===== config.mk =====
export PLATFORM = sky130hd
export DESIGN_NAME = bnn_vote_accumulator_flat
export DESIGN_NICKNAME = d
export VERILOG_FILES = /design/src/rtl/bnn_vote_accumulator_pkg.sv /design/src/rtl/bnn_vote_accumulator_if.sv /design/src/rtl/bnn_vote_accumulator_argmax4.sv /design/src/rtl/bnn_vote_accumulator.sv /design/src/flat_wrapper.sv
export SDC_FILE = /design/constraint.sdc
export NUM_CORES = 1
export LEC_CHECK = 0
export BUFFER_PORTS_ARGS = -buffer_cell sky130_fd_sc_hd__buf_2
export CAP_MARGIN = 20
export CORE_MARGIN = 3
export CORE_UTILIZATION = 61
export CTS_CLUSTER_DIAMETER = 30
export DETAILED_ROUTE_END_ITERATION = 8
export PLACE_DENSITY = 0.81
export SETUP_SLACK_MARGIN = 0.05
export SYNTH_ARGS = -nofsm -noshare
export SYNTH_HDL_FRONTEND = slang
export SYNTH_SLANG_ARGS = --single-unit

===== constraint.sdc =====
create_clock -name clk -period 4.1 [get_ports clk]
set_clock_uncertainty 0.2 [all_clocks]
set_input_delay 0.82 -clock clk [delete_from_list [all_inputs] [get_ports clk]]
set_output_delay 0.82 -clock clk [all_outputs]
set_load 0.01 [all_outputs]

===== src/rtl/bnn_vote_accumulator_pkg.sv =====
// Shared types and helpers for the BNN vote accumulator slice.
package bnn_pkg;

    localparam int NUM_CLASSES = 4;
    localparam int CLASS_IDX_W = 2;

    typedef enum logic [1:0] {
        IDLE   = 2'd0,
        ACCUM  = 2'd1,
        ARGMAX = 2'd2
    } state_e;

    // Increment val by one when inc is set, never exceeding max_val.
    // Operates on 32-bit containers so callers of any counter width can share it.
    function automatic logic [31:0] sat_inc(input logic [31:0] val,
                                            input logic [31:0] max_val,
                                            input logic        inc);
        if (inc && (val < max_val)) begin
            return val + 32'd1;
        end
        return val;
    endfunction

endpackage


===== src/rtl/bnn_vote_accumulator_if.sv =====
// Control, sample and result bundle between the BNN core side and the vote accumulator.
interface bnn_vote_if
    import bnn_pkg::*;
#(
    parameter int COUNT_W = 8
);
    logic                   ena;
    logic                   start;
    logic                   abort;
    logic [COUNT_W-1:0]     window_len;
    logic                   sample_valid;
    logic [NUM_CLASSES-1:0] class_bits;
    logic                   busy;
    logic                   result_valid;
    logic [CLASS_IDX_W-1:0] result_class;
    logic [COUNT_W-1:0]     result_count;
    logic                   result_none;

    // Driver side: issues control and samples, observes results.
    modport master (
        output ena, start, abort, window_len, sample_valid, class_bits,
        input  busy, result_valid, result_class, result_count, result_none
    );

    // Accumulator side.
    modport slave (
        input  ena, start, abort, window_len, sample_valid, class_bits,
        output busy, result_valid, result_class, result_count, result_none
    );
endinterface


===== src/rtl/bnn_vote_accumulator_argmax4.sv =====
// Combinational 4-way argmax: lowest index wins on ties, flags an all-zero input set.
module bnn_argmax4
    import bnn_pkg::*;
#(
    parameter int W = 8
) (
    input  logic [NUM_CLASSES-1:0][W-1:0] cnt_i,
    output logic [CLASS_IDX_W-1:0]        idx_o,
    output logic [W-1:0]                  max_o,
    output logic                          zero_o
);

    logic         lo_sel;
    logic         hi_sel;
    logic         top_sel;
    logic [W-1:0] lo_max;
    logic [W-1:0] hi_max;

    // Two-level tree; strict greater-than keeps the lower index on equality.
    always_comb begin
        lo_sel  = cnt_i[1] > cnt_i[0];
        lo_max  = lo_sel ? cnt_i[1] : cnt_i[0];
        hi_sel  = cnt_i[3] > cnt_i[2];
        hi_max  = hi_sel ? cnt_i[3] : cnt_i[2];
        top_sel = hi_max > lo_max;
        idx_o   = top_sel ? {1'b1, hi_sel} : {1'b0, lo_sel};
        max_o   = top_sel ? hi_max : lo_max;
        zero_o  = (max_o == '0);
    end

endmodule


===== src/rtl/bnn_vote_accumulator.sv =====
// Per-class vote accumulator over a programmable window of BNN inferences.
// Emits the winning class, its vote count and a one-cycle result pulse per window.
module bnn_vote_accumulator
    import bnn_pkg::*;
#(
    parameter int COUNT_W = 8
) (
    input  logic       clk,
    input  logic       rst_n,
    bnn_vote_if.slave  bus
);

    localparam logic [COUNT_W-1:0] CNT_MAX = '1;

    state_e                              state_q, state_d;
    logic [NUM_CLASSES-1:0][COUNT_W-1:0] cnt_q, cnt_d;
    logic [COUNT_W-1:0]                  samp_q, samp_d;
    logic [COUNT_W-1:0]                  len_q, len_d;
    logic                                res_valid_q, res_valid_d;
    logic [CLASS_IDX_W-1:0]              res_class_q, res_class_d;
    logic [COUNT_W-1:0]                  res_count_q, res_count_d;
    logic                                res_none_q, res_none_d;

    logic [CLASS_IDX_W-1:0]              am_idx;
    logic [COUNT_W-1:0]                  am_max;
    logic                                am_zero;
    logic [COUNT_W-1:0]                  samp_inc;

    bnn_argmax4 #(.W(COUNT_W)) u_argmax (
        .cnt_i  (cnt_q),
        .idx_o  (am_idx),
        .max_o  (am_max),
        .zero_o (am_zero)
    );

    assign samp_inc = samp_q + COUNT_W'(1);

    // Next-state logic: window control, vote accumulation and result capture.
    always_comb begin
        state_d     = state_q;
        cnt_d       = cnt_q;
        samp_d      = samp_q;
        len_d       = len_q;
        res_valid_d = 1'b0;
        res_class_d = res_class_q;
        res_count_d = res_count_q;
        res_none_d  = res_none_q;

        case (state_q)
            IDLE: begin
                if (bus.start && (bus.window_len != '0)) begin
                    cnt_d   = '0;
                    samp_d  = '0;
                    len_d   = bus.window_len;
                    state_d = ACCUM;
                end
            end
            ACCUM: begin
                if (bus.abort) begin
                    state_d = IDLE;
                end else if (bus.sample_valid) begin
                    for (int i = 0; i < NUM_CLASSES; i++) begin
                        cnt_d[i] = COUNT_W'(sat_inc(32'(cnt_q[i]), 32'(CNT_MAX),
                                                    bus.class_bits[i]));
                    end
                    samp_d = samp_inc;
                    if (samp_inc == len_q) begin
                        state_d = ARGMAX;
                    end
                end
            end
            ARGMAX: begin
                state_d = IDLE;
                if (!bus.abort) begin
                    // argmax already yields index 0 / value 0 when every count is zero
                    res_valid_d = 1'b1;
                    res_class_d = am_idx;
                    res_count_d = am_max;
                    res_none_d  = am_zero;
                end
            end
            default: begin
                state_d = IDLE;
            end
        endcase
    end

    // State registers; ena low freezes everything, including the result pulse.
    always_ff @(posedge clk or negedge rst_n) begin
        if (!rst_n) begin
            state_q     <= IDLE;
            cnt_q       <= '0;
            samp_q      <= '0;
            len_q       <= '0;
            res_valid_q <= 1'b0;
            res_class_q <= '0;
            res_count_q <= '0;
            res_none_q  <= 1'b0;
        end else if (bus.ena) begin
            state_q     <= state_d;
            cnt_q       <= cnt_d;
            samp_q      <= samp_d;
            len_q       <= len_d;
            res_valid_q <= res_valid_d;
            res_class_q <= res_class_d;
            res_count_q <= res_count_d;
            res_none_q  <= res_none_d;
        end
    end

    assign bus.busy         = (state_q != IDLE);
    assign bus.result_valid = res_valid_q;
    assign bus.result_class = res_class_q;
    assign bus.result_count = res_count_q;
    assign bus.result_none  = res_none_q;

endmodule

===== src/flat_wrapper.sv =====
// flat-port wrapper written by rule: the top's interface ports become plain ports
module bnn_vote_accumulator_flat import bnn_pkg::*;
#(
    parameter int COUNT_W = 8
)
  (clk, rst_n, bus_ena, bus_start, bus_abort, bus_window_len, bus_sample_valid, bus_class_bits, bus_busy, bus_result_valid, bus_result_class, bus_result_count, bus_result_none);
  bnn_vote_if #(.COUNT_W(COUNT_W)) bus_i ();
  input  logic clk;
  input  logic rst_n;
  input wire logic [$bits(bus_i.ena)-1:0] bus_ena;
  input wire logic [$bits(bus_i.start)-1:0] bus_start;
  input wire logic [$bits(bus_i.abort)-1:0] bus_abort;
  input wire logic [$bits(bus_i.window_len)-1:0] bus_window_len;
  input wire logic [$bits(bus_i.sample_valid)-1:0] bus_sample_valid;
  input wire logic [$bits(bus_i.class_bits)-1:0] bus_class_bits;
  output wire logic [$bits(bus_i.busy)-1:0] bus_busy;
  output wire logic [$bits(bus_i.result_valid)-1:0] bus_result_valid;
  output wire logic [$bits(bus_i.result_class)-1:0] bus_result_class;
  output wire logic [$bits(bus_i.result_count)-1:0] bus_result_count;
  output wire logic [$bits(bus_i.result_none)-1:0] bus_result_none;
  assign bus_i.ena = bus_ena;
  assign bus_i.start = bus_start;
  assign bus_i.abort = bus_abort;
  assign bus_i.window_len = bus_window_len;
  assign bus_i.sample_valid = bus_sample_valid;
  assign bus_i.class_bits = bus_class_bits;
  assign bus_busy = bus_i.busy;
  assign bus_result_valid = bus_i.result_valid;
  assign bus_result_class = bus_i.result_class;
  assign bus_result_count = bus_i.result_count;
  assign bus_result_none = bus_i.result_none;
  bnn_vote_accumulator #(.COUNT_W(COUNT_W)) u_core (.clk(clk), .rst_n(rst_n), .bus(bus_i));
endmodule

==> results_dict.tcl, run 1 <==
set metrics [dict create \
    clkTransAtPathRegs_ns 0.07 \
    wl_per_cell_um 17.86 \
    clockBufferDepth 2 \
    diodes 0 \
    slew_headroom_pct 42.67 \
    synth_edf_count 0 \
    fp.dieW_um 88.54 \
    ir_drop_uv 209.5 \
    synth_top_family_by_area "simple AND/OR/NAND/NOR gates" \
    routed_wl_mm 10.54 \
    ant_nets 0 \
    switchingPower_w 0.0007745 \
    multi_input_area_sq_um 2529 \
    drive_above_1_share_pct 18.71 \
    synthMuxAreaShare_pct 1.084 \
    syn_area_per_cell_sq_um 8.975 \
    grt_pass1_vias 3518 \
    grt_max_degree 43 \
    worst_path_dominant_cell_family "compound AO/OA/AOI/OAI gates" \
    setup_ws_ns 0.1359 \
    drt_iter0_markers 322 \
    ys_ff_latch 62 \
    max_clock_freq_mhz 252.3 \
    period_needed_ns 3.964 \
    gr-usage-all-layers_pct 28.33 \
    final_common_cell "nand2_1" \
    yosys.area.top_type_share_pct 37.34 \
    yosysSeqAreaShare_pct 37.34 \
    status "completed" \
    ctsHoldBuffers 0 \
    dr.pass1.iters 5 \
    worst_pin_slew_ns 0.8599 \
    core_sq_um 6459 \
    antenna_found_initial 0 \
    clk_latency_ns 0.35 \
    synth_cells 463 \
    synth_xor_area_share_pct 7.167 \
    area_growth_pct 14.91 \
    tns_ns 0 \
    clkSinkCount 62 \
    swShare_pct 36.93 \
    finalHoldViolCount 0 \
    drv_slew 0 \
    syn-num-nets 510 \
    grt_first_pass_wirelength_mm 17.13 \
    cts_root_buf "clkbuf_8" \
    port_buffers 30 \
    pwr-share-clk_pct 27.3 \
    synthTopCellsByArea "dfrtp_1 (37%), ha_1 (8.7%), nand2_1 (5.7%), xnor2_1 (3.8%), xor2_1 (3.4%)" \
    h-tree-depth 3 \
    routed-via-count 3760 \
    mappedNetlistArea_sq_um 4155 \
    comb_power_share_pct 38.6 \
    synth-simple-area-share_pct 22.16 \
    finalCritPeriodShare_pct 96.68 \
    chipHeight_um 88.54 \
    p_leak_nw 2.245 \
    end_kind "flip-flop" \
    final_cell_mix "nand2_1 (63), dfrtp_1 (60), nor2_1 (36)" \
    fillerInstances 496 \
    synth_cell_types 66 \
    cts_tree "done" \
    critical_path.slowest_cell "dfrtp_1" \
    dieArea_sq_um 7838 \
    synth_compound_area_share_pct 19.78 \
    powerDensity_nw_per_um2 439.2 \
    fp-row-count 29 \
    via_per_inst 6.373 \
    drc_errors 0 \
    startpoint "u_core.cnt_q[17]" \
    pre_cts_ws_ns 0.04448 \
    cts_buffers 9 \
    min_path_type "input pin to asynchronous set/reset pin" \
    start_kind "flip-flop" \
    rr_startpoint "u_core.cnt_q[17]" \
    synthAdderAreaFrac_pct 8.732 \
    yosysTopAreaCell "dfrtp_1" \
    setup-violations-final 0 \
    crit_type "flip-flop to flip-flop" \
    synthFlopType "dfrtp_1" \
    cp_cell_sequence "inv_1, ha_1, nor2b_1, o211a_1, o21bai_4, a21oi_2, buf_6, mux2_2, ha_1, nand4_1, buf_4, o22ai_1, buf_4, clkbuf_2, a31o_1, a221oi_2, a32o_1" \
    cp.required_ns 4.14 \
    critPathArrivalTime_ns 4.00 \
    finalNetCount 556 \
    start_util_pct 64.34 \
    grt_overflow 0 \
    cellInternalPower_w 0.001323 \
    critPathBufInv 5 \
    critPathMaxStageDelay_ns 0.39 \
    async_reset_ff_share_pct 100.0 \
    rsz0062_at_grt "no" \
    ys_warn_count 0 \
    max-cap-violations 0 \
    crit_fanout 11 \
    place_hpwl_mm 7.522 \
    pin_count 31 \
    regArea_sq_um 1554 \
    power_frac_seq_pct 34.1 \
    gp_congestion 0.9503 \
]
==> worst register-to-register path, stage by stage (launching register included) <==
cell and delay (ns):
dfrtp_1 0.39, inv_1 0.11, ha_1 0.30, nor2b_1 0.14, o211a_1 0.21, o21bai_4 0.09, a21oi_2 0.20, buf_6 0.17
mux2_2 0.38, ha_1 0.29, nand4_1 0.13, buf_4 0.18, o22ai_1 0.21, buf_4 0.19, clkbuf_2 0.17, a31o_1 0.19
a221oi_2 0.04, a32o_1 0.28
==> synth_stat cells, types with 3 or more instances <==
cell      number
a211oi_1       4
a21o_1         3
a21oi_1       14
and3_1        10
buf_2          3
clkbuf_1       9
dfrtp_1       62
ha_1          29
inv_1         23
mux2_2         4
nand2_1       63
nand3_1       19
nand3b_1       6
nand4_1       19
nor2_1        37
nor2b_1        5
nor3_1         4
o211ai_1       7
o211ai_2       3
o21a_1         6
o21ai_0       26
o221ai_1       4
o22ai_1        7
o31ai_1        8
xnor2_1       18
xor2_1        16
==> power groups by stage <==
stage                     sequential, W  combinational [W]  clock, W
after floorplan                0.000720           0.000538         0
after global placement         0.000723           0.000695         0
after detailed placement       0.000725           0.000722         0
after CTS                      0.000715           0.000732  0.000580
after global routing           0.000722           0.000879  0.000609
final                          0.000716           0.000809  0.000572
==> kinds of logic (layout without fill, tap and decap cells) <==
kind of cell,Yosys count,in the layout
flip-flops,62,62
XOR/XNOR,34,34
AND/OR/NAND/NOR,185,185
buffers and inverters,38,88
AO/OA/AOI/OAI,111,111
multiplexers,4,4
adder cells (fa/ha/maj),29,29
==> flip-flops by register name, indices dropped and copies added (netlist names) <==
name / count
u_core.len_q: 8
u_core.bus.result_none: 1
u_core.state_q: 2
u_core.samp_q: 8
u_core.cnt_q: 32
u_core.bus.result_count: 8
u_core.bus.result_valid: 1
u_core.bus.result_class: 2
==> final cells by class <==
type	instances	area share [%]
repair buffers	50	6.316
well taps	77	2.018
multi-input cells	363	52.96
clock inverters	3	0.8910
flip-flops and latches	62	32.55
clock buffers	12	3.459
inverters	23	1.808
==> routing by layer <==
metal / vias to the layer above / GRT usage (%) / share of wire [%]
li1: 1775 / - / -
met1: 1823 / 37.02 / 44
met2: 141 / 45.96 / 48
met3: 21 / 7.821 / 6.2
met4: 0 / 8.791 / 1.9
met5: - / 0 / 0
==> worst paths after layout <==
check                                             end  slack [ns]  depth (start not counted)
setup / recovery               u_core.bus.result_none        0.14                         17
min in group clk           u_core.bus.result_count[1]        0.28                          2
setup reg to reg               u_core.bus.result_none        0.14                         17
hold reg to reg            u_core.bus.result_count[1]        0.28                          2
hold / removal             u_core.bus.result_count[4]        0.22                          1
max in group asynchronous            u_core.cnt_q[25]        2.55                          2
==> through the flow <==
step | cells | cell area (sq um) | power, W | util, % | hold WS, ns
5_1_grt | 590 | 4775 | 0.002210 | 73.92 | 0.2483
4_1_cts | 580 | 4624 | 0.002027 | 71.60 | 0.2190
6_report | 590 | 4775 | 0.002097 | 73.92 | 0.2201
3_3_place_gp | 565 | 4408 | 0.001419 | 68.25 | 0.2466
3_5_place_dp | 565 | 4408 | 0.001447 | 68.25 | 0.2588
2_1_floorplan | 463 | 4155 | 0.001258 | - | 0.2652
==> what timing repair did <==
item                       4_1_cts  5_1_grt
pin swaps                        0        6
cloned                           0        0
buffers inserted                 0       10
gates resized for setup          1       16
setup endpoints to repair        1        1
Note: power is estimated with default switching activity, not from simulation.
==> run 2: changes to the inputs <==
- BUFFER_PORTS_ARGS: -buffer_cell sky130_fd_sc_hd__buf_2 -> -buffer_cell sky130_fd_sc_hd__buf_4
==> run 2 against run 1 <==
- clock-buffer cell count unchanged
- die area unchanged
- final area down 0.29%
- clock power up 6.3%
- largest cell class unchanged
==> results_dict.tcl, run 2 (synthesis results as in run 1) <==
set metrics [dict create \
    pre_cts_ws_ns 0.2391 \
    gr-usage-met3_pct 6.331 \
    grt_pass1_vias 3540 \
    finalHoldViolCount 0 \
    setup-violations-final 0 \
    wl_per_cell_um 17.15 \
    worst_pin_slew_ns 0.7704 \
    final_cell_mix "nand2_1 (63), dfrtp_1 (62), buf_4 (44)" \
    regMostFlops "u_core.cnt_q" \
    grt_max_degree 63 \
    grt_use_met2_pct 43.85 \
    setup_ws_ns 0.2393 \
    crit_fanout 11 \
    gp_congestion 0.9139 \
    cp.required_ns 4.18 \
    largest_register_ffs 32 \
    clkTransAtPathRegs_ns 0.07 \
    antenna_found_initial 0 \
    tns_ns 0 \
    busiest_layer "met2" \
    max_clock_freq_mhz 259.0 \
    powerDensity_nw_per_um2 440.0 \
    max-cap-violations 0 \
    reg2reg_slack_ns 0.24 \
    drt_iter0_markers 287 \
    stdcell_count 584 \
    slew_headroom_pct 48.64 \
    finalNetCount 550 \
    routed_wl_mm 10.01 \
    pwr-share-clk_pct 29.0 \
    status "completed" \
    ir_drop_uv 289.1 \
    start_util_pct 64.34 \
    drive_above_1_share_pct 16.77 \
    swShare_pct 35.20 \
    place_hpwl_mm 7.434 \
    drv_slew 0 \
    area_growth_pct 14.57 \
    via_per_inst 6.252 \
    multi_input_area_sq_um 2474 \
    h-tree-depth 3 \
    cellInternalPower_w 0.001357 \
    dr.pass1.iters 7 \
    crit_type "flip-flop to flip-flop" \
    finalCritPeriodShare_pct 94.16 \
    pin_count 31 \
    ant_nets 0 \
    min_path_type "flip-flop to flip-flop" \
    cts_root_buf "clkbuf_8" \
    grt_use_met1_pct 36.24 \
    end_kind "flip-flop" \
    gr-usage-all-layers_pct 27.27 \
    rsz0062_at_grt "no" \
    dieArea_sq_um 7838 \
    chipHeight_um 88.54 \
    routed-via-count 3651 \
    cts_buffers 9 \
    grt_first_pass_wirelength_mm 16.53 \
    fillerInstances 507 \
    diodes 0 \
    core_sq_um 6459 \
    start_kind "flip-flop" \
    period_needed_ns 3.861 \
    p_leak_nw 2.230 \
    fp-row-count 29 \
    final_common_cell "nand2_1" \
    port_buffers 30 \
    clkSinkCount 62 \
    cts_tree "done" \
    critPathArrivalTime_ns 3.94 \
    dpl.cell_count 566 \
    fp.dieW_um 88.54 \
    grt_overflow 0 \
    clockBufferDepth 2 \
    power_frac_seq_pct 34.2 \
    regArea_sq_um 1551 \
    switchingPower_w 0.0007374 \
    clk_latency_ns 0.34 \
    comb_power_share_pct 36.7 \
    drc_errors 0 \
    ctsHoldBuffers 0 \
]
==> run 2: changes by cell type in the layout (fill, tap and decap cells not counted), moves of 2 or more <==
| cell | previous run | this run |
|---|---|---|
| dfrtp_2 | 2 | 0 |
| a21oi_2 | 2 | 4 |
| dfrtp_1 | 60 | 62 |
| buf_2 | 30 | 0 |
| a21oi_4 | 2 | 0 |
| buf_4 | 18 | 44 |
==> run 2: final cells by class <==
class / count / share of cell area [%]
clock buffers: 12 / 3.259
clock inverters: 3 / 1.419
inverters: 23 / 1.813
multi-input cells: 363 / 51.96
flip-flops and latches: 62 / 32.59
well taps: 77 / 2.024
repair buffers: 44 / 6.938
==> run 2: worst max-delay path, cell delays in order (launching register included) <==
cell,delay [ns]
dfrtp_1,0.40
inv_1,0.11
ha_1,0.32
nor2b_1,0.14
o211a_1,0.22
o21bai_2,0.17
a21oi_2,0.08
buf_4,0.17
o22ai_1,0.25
ha_1,0.30
nor2b_1,0.13
o211ai_1,0.20
a21oi_2,0.09
o22ai_1,0.11
buf_4,0.20
o211ai_1,0.14
a222oi_1,0.36
a32o_1,0.21
==> run 2: final timing paths <==
path	start	depth (start not counted)	endpoint
setup / recovery	u_core.cnt_q[17]	17	u_core.bus.result_none
hold / removal	u_core.bus.result_count[6]	2	u_core.bus.result_count[6]
setup reg to reg	u_core.cnt_q[17]	17	u_core.bus.result_none
hold reg to reg	u_core.bus.result_count[6]	2	u_core.bus.result_count[6]
max in group asynchronous	rst_n	1	u_core.bus.result_none
min in group asynchronous	rst_n	1	u_core.cnt_q[28]
==> run 2: per-layer routing <==
layer / vias up / wire (um) / part of all wire, %
met2: 129 / 4712 / 47
met4: 0 / 119 / 1.2
met5: - / 0 / 0
met1: 1744 / 4562 / 46
met3: 17 / 619 / 6.2
li1: 1761 / - / -
==> run 2: power by group through the flow <==
stage | clock, W | combinational (W) | sequential [W]
4_1_cts | 0.000618 | 0.000726 | 0.000716
6_report | 0.000608 | 0.000769 | 0.000717
5_1_grt | 0.000649 | 0.000844 | 0.000724
3_5_place_dp | 0 | 0.000720 | 0.000728
3_3_place_gp | 0 | 0.000708 | 0.000725
2_1_floorplan | 0 | 0.000538 | 0.000720
==> run 2: repair_timing <==
item,4_1_cts,5_1_grt
buffers inserted,0,3
resized for setup,0,7
setup endpoints to repair,0,2
==> run 2: metrics by stage <==
step	hold WS (ns)	util (%)	area, sq um	power [W]
floorplan	0.2652	-	4155	0.001258
global placement	0.2541	69.53	4491	0.001433
detailed placement	0.2615	69.53	4491	0.001448
CTS	0.2771	72.98	4713	0.002060
global route	0.3042	73.71	4761	0.002217
finish	0.2744	73.71	4761	0.002095
